<file path="config.mk">
export PLATFORM = sky130hd
export DESIGN_NAME = gate_truth_sequencer
export DESIGN_NICKNAME = d
export VERILOG_FILES = /design/src/rtl/gate_truth_sequencer.sv
export SDC_FILE = /design/constraint.sdc
export NUM_CORES = 1
export LEC_CHECK = 0
export ABC_AREA = 1
export ABC_CLOCK_PERIOD_IN_PS = 2500
export CORE_MARGIN = 2
export CORE_UTILIZATION = 34
export CTS_BUF_LIST = sky130_fd_sc_hd__clkbuf_2 sky130_fd_sc_hd__clkbuf_4 sky130_fd_sc_hd__clkbuf_8
export CTS_CLUSTER_DIAMETER = 120
export DETAILED_ROUTE_END_ITERATION = 16
export PLACE_DENSITY_LB_ADDON = 0.12
export SYNTH_ARGS = -nofsm -noshare
export SYNTH_HDL_FRONTEND = slang
export SYNTH_SLANG_ARGS = --single-unit
</file>
<file path="constraint.sdc">
create_clock -name clk -period 2.5 [get_ports clk]
set_clock_uncertainty 0.15 [all_clocks]
set_input_delay 0.375 -clock clk [delete_from_list [all_inputs] [get_ports clk]]
set_output_delay 0.375 -clock clk [all_outputs]
set_load 0.01 [all_outputs]
</file>
<file path="src/rtl/gate_truth_sequencer.sv">
// Drives a 2-input gate under test through 00,01,10,11, holds each vector
// HOLD_CYCLES cycles, samples y and scores it against the selected function.
module gate_truth_sequencer #(
  parameter int HOLD_CYCLES = 4
) (
  input  logic       clk,
  input  logic       rst,
  input  logic       start,
  input  logic [2:0] op,
  input  logic       y,
  output logic       a,
  output logic       b,
  output logic       busy,
  output logic       done,
  output logic       pass,
  output logic [2:0] err_count,
  output logic [3:0] fail_vec
);

  localparam int            CW        = (HOLD_CYCLES > 1) ? $clog2(HOLD_CYCLES) : 1;
  localparam logic [CW-1:0] HOLD_LAST = CW'(HOLD_CYCLES - 1);

  typedef enum logic [1:0] {
    S_IDLE = 2'd0,
    S_RUN  = 2'd1,
    S_DONE = 2'd2
  } state_t;

  state_t        r_state;
  state_t        w_state_next;
  logic [2:0]    r_op;
  logic [1:0]    r_vec;
  logic [CW-1:0] r_hold;
  logic [2:0]    r_err;
  logic [3:0]    r_fail;
  logic          r_pass;

  logic          w_start_ok;
  logic          w_sample;
  logic          w_last;
  logic          w_expected;
  logic          w_mismatch;
  logic [3:0]    w_fail_next;
  logic [2:0]    w_err_next;

  assign w_start_ok = start && (r_state != S_RUN);
  assign w_sample   = (r_state == S_RUN) && (r_hold == HOLD_LAST);
  assign w_last     = w_sample && (r_vec == 2'd3);

  // The vector index doubles as the driven {a,b} pair.
  always_comb begin
    // NOTE: every always_comb target gets a default first so no path infers a latch.
    w_expected = 1'b0;
    unique case (r_op)
      3'b000:  w_expected =   r_vec[1] & r_vec[0];
      3'b001:  w_expected =   r_vec[1] | r_vec[0];
      3'b010:  w_expected = ~(r_vec[1] & r_vec[0]);
      3'b011:  w_expected = ~(r_vec[1] | r_vec[0]);
      3'b100:  w_expected =   r_vec[1] ^ r_vec[0];
      3'b101:  w_expected = ~(r_vec[1] ^ r_vec[0]);
      3'b110:  w_expected =   r_vec[1];
      default: w_expected =  ~r_vec[1];
    endcase
  end

  // Case inequality so an X or Z on y is scored as a mismatch in simulation.
  assign w_mismatch  = (y !== w_expected);
  assign w_fail_next = r_fail | ({3'b000, w_mismatch} << r_vec);
  assign w_err_next  = r_err + {2'b00, w_mismatch};

  always_ff @(posedge clk) begin
    // NOTE: sequential state uses non-blocking assignments so every register
    // sees pre-edge values regardless of statement order.
    if (rst) begin
      r_state <= S_IDLE;
    end else begin
      r_state <= w_state_next;
    end
  end

  always_comb begin
    w_state_next = r_state;
    unique case (r_state)
      S_IDLE:  if (start)  w_state_next = S_RUN;
      S_RUN:   if (w_last) w_state_next = S_DONE;
      S_DONE:  if (start)  w_state_next = S_RUN;
      default: w_state_next = S_IDLE;
    endcase
  end

  always_comb begin
    busy = (r_state == S_RUN);
    done = (r_state == S_DONE);
  end

  always_ff @(posedge clk) begin
    if (rst) begin
      r_op   <= 3'b000;
      r_vec  <= 2'b00;
      r_hold <= '0;
      r_err  <= 3'b000;
      r_fail <= 4'b0000;
      r_pass <= 1'b0;
    end else if (w_start_ok) begin
      r_op   <= op;
      r_vec  <= 2'b00;
      r_hold <= '0;
      r_err  <= 3'b000;
      r_fail <= 4'b0000;
      r_pass <= 1'b0;
    end else if (r_state == S_RUN) begin
      if (w_sample) begin
        r_hold <= '0;
        r_fail <= w_fail_next;
        r_err  <= w_err_next;
        if (w_last) begin
          r_vec  <= 2'b00;
          r_pass <= (w_fail_next == 4'b0000);
        end else begin
          r_vec  <= r_vec + 2'd1;
        end
      end else begin
        r_hold <= r_hold + 1'b1;
      end
    end
  end

  assign a         = r_vec[1];
  assign b         = r_vec[0];
  assign pass      = r_pass;
  assign err_count = r_err;
  assign fail_vec  = r_fail;

endmodule

</file>
==> key figures <==
Power and ir drop
  – Switching share of power: 26.0%
  – Clock power share: 31.4%
  – Int Pwr: 378 uW
  – Cell Pwr Density: 458 nW/um^2
  – Gate power share: 13.4%
  – Leakage power: 0.472 nW
  – Seq pwr share: 55.2%
  – Maximum VDD drop: 0.310 mV
  – Sw power: 133 uW

Run status
  – Outcome: complete, no violations

Worst setup path
  – Crit Path Max Fanout: 5
  – Setup crit start kind: register
  – Element type at the critical path end: register
  – Worst Setup Path Type: register to register
  – Req. time, crit path: 2.58 ns
  – CP arrival: 2.29 ns

Synth
  – Register area share after synthesis: 39.6%
  – Synth Area per Inst: 7.61 sq um
  – Mux cell area share after synthesis: 0%
  – Post-Syn Instances: 113
  – Cell Area, Synth: 860 sq um
  – Post-Synth Adder-Cell Area: 7.28%
  – Synthesized Nets: 125
  – Seq cells post-synth: 17
  – Synth Area in XOR/XNOR: 0%
  – Distinct cells, synth: 21
  – Synth Area in Compound Gates: 11.1%
  – Synth Area in Simple Gates: 32.5%
  – Largest family of logic cells by synthesized area: simple AND/OR/NAND/NOR gates
  – Syn. warnings: 0

CTS
  – Hold_buf cts: 0
  – Postcts setup bufs: 0
  – Post-CTS Resized: 0
  – H-tree depth: 1
  – Num CTS Buffers: 3
  – Clock buffer depth: 2
  – Clk root buf: clkbuf_4
  – CTS sink cnt: 17
  – Clock transition at path regs: 0.10 ns
  – Clock Latency Late Sink: 0.30 ns
  – CTS tree: yes

Floorplan
  – I/O pin cnt: 19
  – Die X: 54.3 um
  – Die extent in y: 54.3 um
  – # rows: 18
  – Initial Utilization: 35.3%
  – Die ar.: 2950 sq um
  – Core area: 2430 sq um

Detailed routing
  – Met1 wire length: 780 um
  – Total detailed-routing wirelength: 1640 um
  – WL/cell: 9.85 um
  – Via count: 771
  – Pre-antenna DRT Iters: 4
  – Routed Antenna Nets: 0
  – Drt drc: 0
  – WL met2: 743 um
  – Via density: 4.64
  – DRT iter0 DRCs: 17
  – Met3 routed WL: 82 um
  – Uppermost layer routed: met4

Global routing
  – Overflow after GRT: 0
  – Antenna violations before repair: 0
  – Largest net degree at the start of global routing: 11
  – Vias in the first global route: 662
  – Global-route wire length before repair: 2730 um
  – GRT Overall Usage: 13.2%

Timing
  – TNS Setup: 0 ns
  – RSZ-0062 raised after global routing: false
  – # setup viols final: 0
  – Fin. max-slew vios: 0
  – Final worst path period need: 2.21 ns
  – Peak Freq: 0.453 GHz
  – Relative slew slack: 76.8%
  – Hold Fails Final Rpt: 0
  – Worst slew pin tran: 0.347 ns
  – Period utilization: 88.3%

Cells and area
  – Layout cells sized above 1: 13.2%
  – N_diodes: 0
  – # fillers: 260
  – Nets@finish: 149
  – Area delta synth->final: 29.7%
  – Finished Layout Cells: 166

Min path
  – Hold crit path type: register to register

Placement
  – # port buffers: 18
  – Post-Place Cells: 162
  – GP Congestion: 0.834
  – HPWL Detailed: 1310 um

Run
  – Max_cap viols: 0
-- routing by layer --
layer / global-route usage, % / vias up
met3: 4.92 / 4
met1: 15.8 / 341
li1: - / 413
met2: 21.3 / 13
met4: 5.42 / 0
met5: 0 / -
-- worst paths after layout --
path	end	slack [ns]	start	cells after the start
worst min-delay path	fail_vec[2]$_SDFFE_PP0P_	0.32	fail_vec[2]$_SDFFE_PP0P_	2
worst max-delay path	err_count[2]$_SDFFE_PP0P_	0.29	r_vec[0]$_SDFFE_PP0P_	14
worst max register to register	err_count[2]$_SDFFE_PP0P_	0.29	r_vec[0]$_SDFFE_PP0P_	14
worst min register to register	fail_vec[2]$_SDFFE_PP0P_	0.32	fail_vec[2]$_SDFFE_PP0P_	2
-- layout make-up --
type	count	area, sq um	area share (%)
clock buffers	4	30.0	2.69
inverters	22	82.6	7.41
multi-input cells	74	437	39.2
flip-flops and latches	17	340	30.5
well taps	30	37.5	3.37
repair buffers	19	188	16.8
-- synth_stat cells, drive strengths merged --
cell	instances	area share, %
nand3	9	5.2
dfxtp	17	40
o21ai	2	1.2
nor4	1	0.73
nand2	26	13
inv	22	9.6
a21oi	10	5.8
ha	5	7.3
nand3b	1	0.87
or2	1	0.73
nor3b	1	1.5
a211oi	4	4.1
nor2	10	7.1
nand4	4	2.9
-- power by group through the flow --
| stage | combinational (mW) | sequential [mW] | clock, mW |
|---|---|---|---|
| 3_3_place_gp | 0.0684 | 0.288 | 0 |
| 3_5_place_dp | 0.0695 | 0.288 | 0 |
| 4_1_cts | 0.0697 | 0.282 | 0.170 |
| 5_1_grt | 0.0781 | 0.283 | 0.178 |
| 6_report | 0.0684 | 0.282 | 0.160 |
| 2_1_floorplan | 0.0462 | 0.287 | 0 |
-- cell usage in the layout, fill, tap and decap left out, types with 2 or more instances in the layout --
cell type	synthesis	routed
a211oi_1	3	3
a21oi_1	10	10
clkbuf_4	0	4
clkdlybuf4s50_1	0	18
dfxtp_1	17	17
ha_1	5	5
inv_1	16	16
inv_2	6	6
nand2_1	23	23
nand2_4	2	2
nand3_1	9	9
nand4_1	4	4
nor2_1	8	8
-- state kept, by name, summed over array words and instances (netlist names) --
name	count
fail_vec	4
err_count	3
r_op	3
r_hold	2
r_state	2
r_vec	2
pass	1
-- per-stage QoR --
| stage | total power, mW | hold slack (ns) | area [sq um] | utilization (%) | setup slack [ns] |
|---|---|---|---|---|---|
| after detailed placement | 0.358 | 0.315 | 1080 | 44.6 | 0.316 |
| after global placement | 0.357 | 0.305 | 1080 | 44.6 | 0.370 |
| final | 0.511 | 0.324 | 1110 | 45.8 | 0.292 |
| after CTS | 0.522 | 0.330 | 1110 | 45.8 | 0.280 |
| after global routing | 0.539 | 0.346 | 1110 | 45.8 | 0.0537 |
| after floorplan | 0.333 | 0.294 | 860 | - | 0.329 |
-- cells by family (layout without fill, tap and decap cells) --
kind of cell	count (synthesis)	count (layout)
fa+ha+maj	5	5
flops	17	17
compound gates	16	16
buf+inv	22	45
simple gates	53	53
-- critical path: stages (launching register included) --
cell	delay (ns)
dfxtp_1	0.38
inv_1	0.09
ha_1	0.31
inv_1	0.06
nand2_1	0.05
nand3_1	0.06
nand3_1	0.09
nand3_1	0.18
nand2_1	0.08
inv_1	0.07
ha_1	0.14
ha_1	0.13
nand2_1	0.06
or2_0	0.19
a21oi_1	0.11
Note: power is estimated with default switching activity, not from simulation.
